**src/rtl/rf_scoreboard.sv**
```systemverilog
// Busy-bit scoreboard: one bit per register, set by an accepted issue and cleared by writeback.
// Latency: busy state updates on the next edge; rd_busy/iss_stall are combinational.
// Backpressure: iss_stall refuses an issue whose destination still has an uncleared producer.
module rf_scoreboard #(
    parameter int ADDR_W   = 3,
    parameter int ZERO_REG = 1
) (
    input  logic                 clk,
    input  logic                 reset,
    input  logic                 wr_en,
    input  logic [ADDR_W-1:0]    wr_addr,
    input  logic [ADDR_W-1:0]    rd_addr_a,
    input  logic [ADDR_W-1:0]    rd_addr_b,
    input  logic                 iss_en,
    input  logic [ADDR_W-1:0]    iss_addr,
    output logic                 rd_busy_a,
    output logic                 rd_busy_b,
    output logic                 iss_stall,
    output logic [2**ADDR_W-1:0] busy_vec
);
    localparam int DEPTH = 2**ADDR_W;
    localparam bit ZR    = (ZERO_REG != 0);

    logic [DEPTH-1:0] busy;
    logic [DEPTH-1:0] busy_nxt;
    logic             zero_a;
    logic             zero_b;
    logic             zero_iss;
    logic             zero_wr;

    assign zero_a   = ZR && (rd_addr_a == '0);
    assign zero_b   = ZR && (rd_addr_b == '0);
    assign zero_iss = ZR && (iss_addr == '0);
    assign zero_wr  = ZR && (wr_addr == '0);

    // A same-cycle writeback to the register retires its producer, so it no longer counts as busy.
    assign rd_busy_a = busy[rd_addr_a] && !(wr_en && wr_addr == rd_addr_a) && !zero_a;
    assign rd_busy_b = busy[rd_addr_b] && !(wr_en && wr_addr == rd_addr_b) && !zero_b;
    assign iss_stall = iss_en && busy[iss_addr] && !(wr_en && wr_addr == iss_addr) && !zero_iss;
    assign busy_vec  = busy;

    // Set is applied after clear so a new producer wins over the retiring one.
    always_comb begin
        busy_nxt = busy;
        if (wr_en && !zero_wr)
            busy_nxt[wr_addr] = 1'b0;
        if (iss_en && !iss_stall && !zero_iss)
            busy_nxt[iss_addr] = 1'b1;
    end

    always_ff @(posedge clk) begin
        if (reset)
            busy <= '0;
        else
            busy <= busy_nxt;
    end
endmodule

```
**src/rtl/reg_file_sb.sv**
```systemverilog
// Two-read/one-write register file with write-to-read bypass, optional zero register and busy scoreboard.
// Latency: reads and busy flags are combinational; writes and issue effects land on the next edge.
// Backpressure: iss_stall blocks a WAW issue until the outstanding producer writes back.
module reg_file_sb #(
    parameter int DATA_W   = 32,
    parameter int ADDR_W   = 3,
    parameter int ZERO_REG = 1
) (
    input  logic                 clk,
    input  logic                 reset,
    input  logic                 wr_en,
    input  logic [ADDR_W-1:0]    wr_addr,
    input  logic [DATA_W-1:0]    wr_data,
    input  logic [ADDR_W-1:0]    rd_addr_a,
    input  logic [ADDR_W-1:0]    rd_addr_b,
    output logic [DATA_W-1:0]    rd_data_a,
    output logic [DATA_W-1:0]    rd_data_b,
    output logic                 rd_busy_a,
    output logic                 rd_busy_b,
    input  logic                 iss_en,
    input  logic [ADDR_W-1:0]    iss_addr,
    output logic                 iss_stall,
    output logic [2**ADDR_W-1:0] busy_vec
);
    localparam int DEPTH = 2**ADDR_W;
    localparam bit ZR    = (ZERO_REG != 0);

    logic [DATA_W-1:0] regs [DEPTH];
    logic              zero_wr;

    assign zero_wr = ZR && (wr_addr == '0);

    always_ff @(posedge clk) begin
        if (reset) begin
            for (int i = 0; i < DEPTH; i++)
                regs[i] <= '0;
        end else if (wr_en && !zero_wr) begin
            regs[wr_addr] <= wr_data;
        end
    end

    always_comb begin
        rd_data_a = regs[rd_addr_a];
        if (wr_en && wr_addr == rd_addr_a)
            rd_data_a = wr_data;
        if (ZR && rd_addr_a == '0)
            rd_data_a = '0;
    end

    always_comb begin
        rd_data_b = regs[rd_addr_b];
        if (wr_en && wr_addr == rd_addr_b)
            rd_data_b = wr_data;
        if (ZR && rd_addr_b == '0)
            rd_data_b = '0;
    end

    rf_scoreboard #(
        .ADDR_W   (ADDR_W),
        .ZERO_REG (ZERO_REG)
    ) u_sb (
        .clk       (clk),
        .reset     (reset),
        .wr_en     (wr_en),
        .wr_addr   (wr_addr),
        .rd_addr_a (rd_addr_a),
        .rd_addr_b (rd_addr_b),
        .iss_en    (iss_en),
        .iss_addr  (iss_addr),
        .rd_busy_a (rd_busy_a),
        .rd_busy_b (rd_busy_b),
        .iss_stall (iss_stall),
        .busy_vec  (busy_vec)
    );
endmodule

```
**config.mk**
```make
export PLATFORM = sky130hd
export DESIGN_NAME = reg_file_sb
export DESIGN_NICKNAME = d
export VERILOG_FILES = /design/src/rtl/rf_scoreboard.sv /design/src/rtl/reg_file_sb.sv
export SDC_FILE = /design/constraint.sdc
export NUM_CORES = 1
export LEC_CHECK = 0
export BUFFER_PORTS_ARGS = -buffer_cell sky130_fd_sc_hd__buf_4
export CAP_MARGIN = 0
export CORE_MARGIN = 1.5
export CORE_UTILIZATION = 45
export DETAILED_ROUTE_END_ITERATION = 8
export PLACE_DENSITY = 0.66
export SYNTH_ARGS = -nofsm -noshare
export SYNTH_HDL_FRONTEND = slang
export SYNTH_SLANG_ARGS = --single-unit
```
**constraint.sdc**
```tcl
create_clock -name clk -period 3.15 [get_ports clk]
set_input_delay 0.1575 -clock clk [delete_from_list [all_inputs] [get_ports clk]]
set_output_delay 0.1575 -clock clk [all_outputs]
set_load 0.005 [all_outputs]
```
==> results of run 1 <==
worst paths after layout:
check / endpoint / slack (ns) / startpoint / cells after the start
min: regs[3][14] / 0.02 / wr_data[14] / 2
max: regs[6][9] / 0.57 / reset / 7
max reg2reg: u_sb.busy_vec[4] / 1.75 / u_sb.busy_vec[7] / 3
min reg2reg: u_sb.busy_vec[0] / 0.51 / u_sb.busy_vec[0] / 1
worst max-delay path: stages:
cell	delay [ns]
dlygate4sd3_1	0.53
buf_4	0.18
inv_1	0.48
nand3_1	0.37
nor2_2	0.66
buf_4	0.40
and2_1	0.18
layout make-up:
class / instances / area (µm²) / area share, %
Tap cell: 384 / 480 / 3.09
Multi-Input combinational cell: 755 / 5650 / 36.3
Timing Repair Buffer: 199 / 1740 / 11.2
Inverter: 16 / 60.1 / 0.386
Clock inverter: 13 / 52.6 / 0.338
Sequential cell: 232 / 6890 / 44.3
Clock buffer: 30 / 687 / 4.41
metal layers:
metal  up-vias  track usage, %  part of all wire (%)
met5         -               0                     0
met4         0            11.1                   3.2
met3       105            4.09                    10
met2       696            46.6                    47
met1      5250            37.8                    40
li1       4589               -                     -
state kept, by name, indices dropped and copies added, names as in the netlist:
signal and flops:
regs 224, u_sb.busy_vec 8
through the flow:
stage	hold slack (ns)	power (mW)	utilization, %
floorplan	0.229	4.49	-
global placement	0.425	5.08	50.6
finish	0.0173	7.83	54.4
global route	0.0171	8.06	54.4
detailed placement	0.428	5.10	50.6
CTS	0.00335	7.82	54.4
placed cells by master (no fill, tap or decap), types with 31 or more instances in the layout:
cell	count
and2_1	224
edfxtp_1	224
buf_4	151
o22ai_1	98
nand2_1	67
a32o_1	63
dlygate4sd3_1	35
o21ai_1	33
o221ai_1	33
mux2i_1	33
o31ai_1	31
logic make-up (layout without fill, tap and decap cells):
kind of cell	Yosys count	count (layout)	synth area share, %
flops	232	232	52.8
compound gates	346	346	20.2
xor+xnor	8	8	0.538
mux	69	69	6.94
buf+inv	127	258	4.87
simple gates	332	332	14.6
power groups by stage:
| stage | sequential [mW] | clock, mW | combinational [mW] |
|---|---|---|---|
| floorplan | 3.74 | 0 | 0.746 |
| global placement | 3.76 | 0 | 1.32 |
| detailed placement | 3.77 | 0 | 1.33 |
| CTS | 3.70 | 2.75 | 1.37 |
| global route | 3.73 | 2.86 | 1.47 |
| finish | 3.71 | 2.73 | 1.39 |
==> results.yml, run 1 <==
synthesis:
  syn_nets: 1162
  ys_seq_area_share_pct: 52.8
  synth_cells: 1114
  syn_avg_cell_area_um2: 11.7
  netlist_top_cells_area: "edfxtp_1 52%, and2_1 11%, a32o_1 4.8%"
  synth_top_area_share_pct: 51.6
  synth-warning-count: 0
  async_reset_ff_share_pct: 0
  synth_area_mm2: 0.0130
  synth_edf_count: 224
  synth_top_flop_cell: "edfxtp_1"
  ys_types: 53
  synth.top_cells.by_count: "224 x and2_1, 224 x edfxtp_1, 98 x o22ai_1"
  synth_largest_area_cell: "edfxtp_1"
  ys_seq_elements: 232
power_and_ir_drop:
  comb_power_share_pct: 17.7
  switchingPower_mw: 2.07
  ir_drop_mv: 0.432
  internal_power_mw: 5.76
  pwr-share-clk_pct: 34.9
  switching_share_pct: 26.5
  leakage_nw: 5.62
  power-per-cell-area_mw_per_mm2: 503
  power_frac_seq_pct: 47.4
clock_network:
  clockRootBuffer: "clkbuf_16"
  cts_tree: "done"
  insertion_delay_ns: 0.53
  cts-htree-levels: 1
  cts_hold_buf: 35
  postCtsSetupBuffers: 0
  cts.path.max_buffers: 3
  cts-resized-gates: 0
  numClockSinks: 232
  cts_inserted_buffers: 26
  clkTransAtPathRegs_ns: 0.06
timing:
  setup_viol: 0
  fin_setup_tns_ns: 0
  fin_worst_skew_ns: 0.00275
  rsz0062_at_grt: "false"
  slew_headroom_pct: 34.2
  layout_min_cycle_time_ns: 2.58
  finalHoldViolations: 0
  clock.fmax_mhz: 388
  post-route-period-util_pct: 81.9
  tightest_slew_ns: 0.986
  drv_slew: 0
  setup_ws_ns: 0.571
global_route:
  track_usage_pct: 28.3
  antenna_found_initial: 0
  grt_pass1_wl_um: 64500
  grt_max_degree: 104
  grt_pass1_vias: 10600
  grt-ovfl-total: 0
floorplanning:
  start_util_pct: 45.5
  die_w_um: 173
  die_h_um: 173
  dieArea_mm2: 0.0300
  ios: 123
  core_mm2: 0.0286
  rows: 62
final_layout:
  instances_no_fill: 1629
  drive_above_1_share_pct: 20.1
  nFillCells: 2430
  fin_nets: 1278
  antenna_cells: 0
  area_growth_pct: 19.4
  final_area_mm2: 0.0156
critical_path:
  critPathKind: "input pin to flip-flop"
  worstSetupEndpointType: "flip-flop"
  crit_fanout: 21
  worstSetupStartpointType: "input pin"
  arrival_ns: 2.98
  crit_required_ns: 3.55
placement:
  dpl_cell_area_mm2: 0.0145
  placed_cells: 1551
  place_congestion: 0.816
  dpl_worst_slack_ns: 0.656
  hpwlAfterDp_um: 24800
  numPortBuffers: 122
status:
  status: "finished, final reports clean"
detailed_routing:
  drc: 0
  drtPass1Iterations: 5
  antenna_left: 0
  post_drt_wl_per_cell_um: 26.4
  vias: 10600
  first_iter_violations: 1350
  viasPerCell: 6.53
  finalWirelength_um: 42900
min_path:
  min_path_type: "input pin to flip-flop"
flow_run:
  maxCapViolations: 0
Note: power is estimated with default switching activity, not from simulation.
==> inputs of run 2 (changes only) <==
--- a/config.mk
+++ b/config.mk
@@ -10,7 +10,7 @@
 export CORE_MARGIN = 1.5
 export CORE_UTILIZATION = 45
 export DETAILED_ROUTE_END_ITERATION = 8
-export PLACE_DENSITY = 0.66
+export PLACE_DENSITY = 0.63
 export SYNTH_ARGS = -nofsm -noshare
 export SYNTH_HDL_FRONTEND = slang
 export SYNTH_SLANG_ARGS = --single-unit
==> constraint.sdc (replaced) <==
create_clock -name clk -period 2.6 [get_ports clk]
set_input_delay 0.13 -clock clk [delete_from_list [all_inputs] [get_ports clk]]
set_output_delay 0.13 -clock clk [all_outputs]
set_load 0.005 [all_outputs]
==> results.yml, run 2 (same netlist as run 1, synthesis figures left out) <==
detailed_routing:
  vias: 10600
  finalWirelength_um: 43300
  first_iter_violations: 1369
  drtPass1Iterations: 6
  post_drt_wl_per_cell_um: 26.2
  antenna_left: 0
  drc: 0
  viasPerCell: 6.41
timing:
  layout_min_cycle_time_ns: 2.14
  post-route-period-util_pct: 82.3
  clock.fmax_mhz: 467
  slew_headroom_pct: 50.4
  finalHoldViolations: 0
  setup_viol: 0
  setup_ws_ns: 0.459
  hold_ws_ns: 0.0301
  tightest_slew_ns: 0.743
  rsz0062_at_grt: "false"
  drv_slew: 0
  fin_worst_skew_ns: 0.000858
final_layout:
  fin_nets: 1297
  final_area_mm2: 0.0157
  top_register: "regs"
  antenna_cells: 0
  register_area_mm2: 0.00689
  multi_input_area_mm2: 0.00565
  nFillCells: 2454
  final_core_util_pct: 54.8
  largest_register_ffs: 224
  area_growth_pct: 20.3
  final_cell_mix: "224 x and2_1, 224 x edfxtp_1, 175 x buf_4"
  drive_above_1_share_pct: 21.5
critical_path:
  crit_fanout: 2
  crit_required_ns: 2.47
  worstSetupEndpointType: "primary output"
  arrival_ns: 2.01
  critPathKind: "flip-flop to primary output"
  regToRegSetupSlack_ns: 1.25
  worstSetupStartpointType: "flip-flop"
global_route:
  antenna_found_initial: 0
  met3_usage_pct: 3.45
  grt_pass1_wl_um: 64700
  grt_max_degree: 81
  track_usage_pct: 28.3
  grt-busiest-layer: "met2"
  grt-ovfl-total: 0
  grt_use_met2_pct: 45.4
  grt_pass1_vias: 10300
  grt.met1_usage_pct: 40.2
floorplanning:
  die_h_um: 173
  dieArea_mm2: 0.0300
  die_w_um: 173
  ios: 123
  core_mm2: 0.0286
  rows: 62
  start_util_pct: 45.5
clock_network:
  clkTransAtPathRegs_ns: 0.06
  cts.path.max_buffers: 3
  cts_inserted_buffers: 26
  cts-resized-gates: 0
  insertion_delay_ns: 0.53
  cts_tree: "done"
  cts_hold_buf: 36
  postCtsSetupBuffers: 0
  numClockSinks: 232
  cts-htree-levels: 1
  clockRootBuffer: "clkbuf_16"
status:
  status: "finished, final reports clean"
placement:
  dpl_worst_slack_ns: 0.645
  dpl_cell_area_mm2: 0.0145
  numPortBuffers: 122
  place_congestion: 0.824
  hpwlAfterDp_um: 25900
power_and_ir_drop:
  power-per-cell-area_mw_per_mm2: 617
  leakage_nw: 5.72
  ir_drop_mv: 0.486
flow_run:
  maxCapViolations: 0
min_path:
  min_path_type: "input pin to flip-flop"
## run 2: metal layers
layer	vias to the layer above	part of all wire, %
met2	640	47
met5	-	0
met1	5239	42
li1	4627	-
met3	95	8.5
met4	0	2.5
## run 2: worst paths after layout
check	end	depth (start not counted)	startpoint
worst min-delay path	u_sb.busy_vec[3]	3	iss_addr[1]
worst min register to register	u_sb.busy_vec[0]	1	u_sb.busy_vec[0]
worst max-delay path	rd_data_a[31]	5	regs[3][31]
worst max register to register	u_sb.busy_vec[4]	3	u_sb.busy_vec[7]
## run 2: cell type report
class,count,share of cell area (%)
tap,384,3.06
clock buffer,34,4.48
clock inverter,14,0.559
timing repair buffer,218,11.6
multi-input combinational,755,36.0
sequential,232,43.9
inverter,16,0.383
## run 2: through the flow
stage	std cells	TNS, ns	total power, mW
after detailed placement	1569	0	6.18
after floorplan	1114	-167.06	5.44
after CTS	1653	0	9.67
final	1653	0	9.67
after global routing	1653	0	9.98
after global placement	1569	0	6.17
## run 2: report_power, final
| group | internal, mW | switching (mW) | total (mW) |
|---|---|---|---|
| Combinational | 0.774 | 0.905 | 1.68 |
| Clock | 1.99 | 1.50 | 3.49 |
| Sequential | 4.35 | 0.149 | 4.50 |
| Total | 7.11 | 2.56 | 9.67 |
## run 2: critical path, stage by stage, from the launching register on
cell	delay, ns
edfxtp_1	0.40
mux2_4	0.28
o221ai_1	0.21
o21ai_1	0.12
a32o_1	0.32
buf_4	0.15
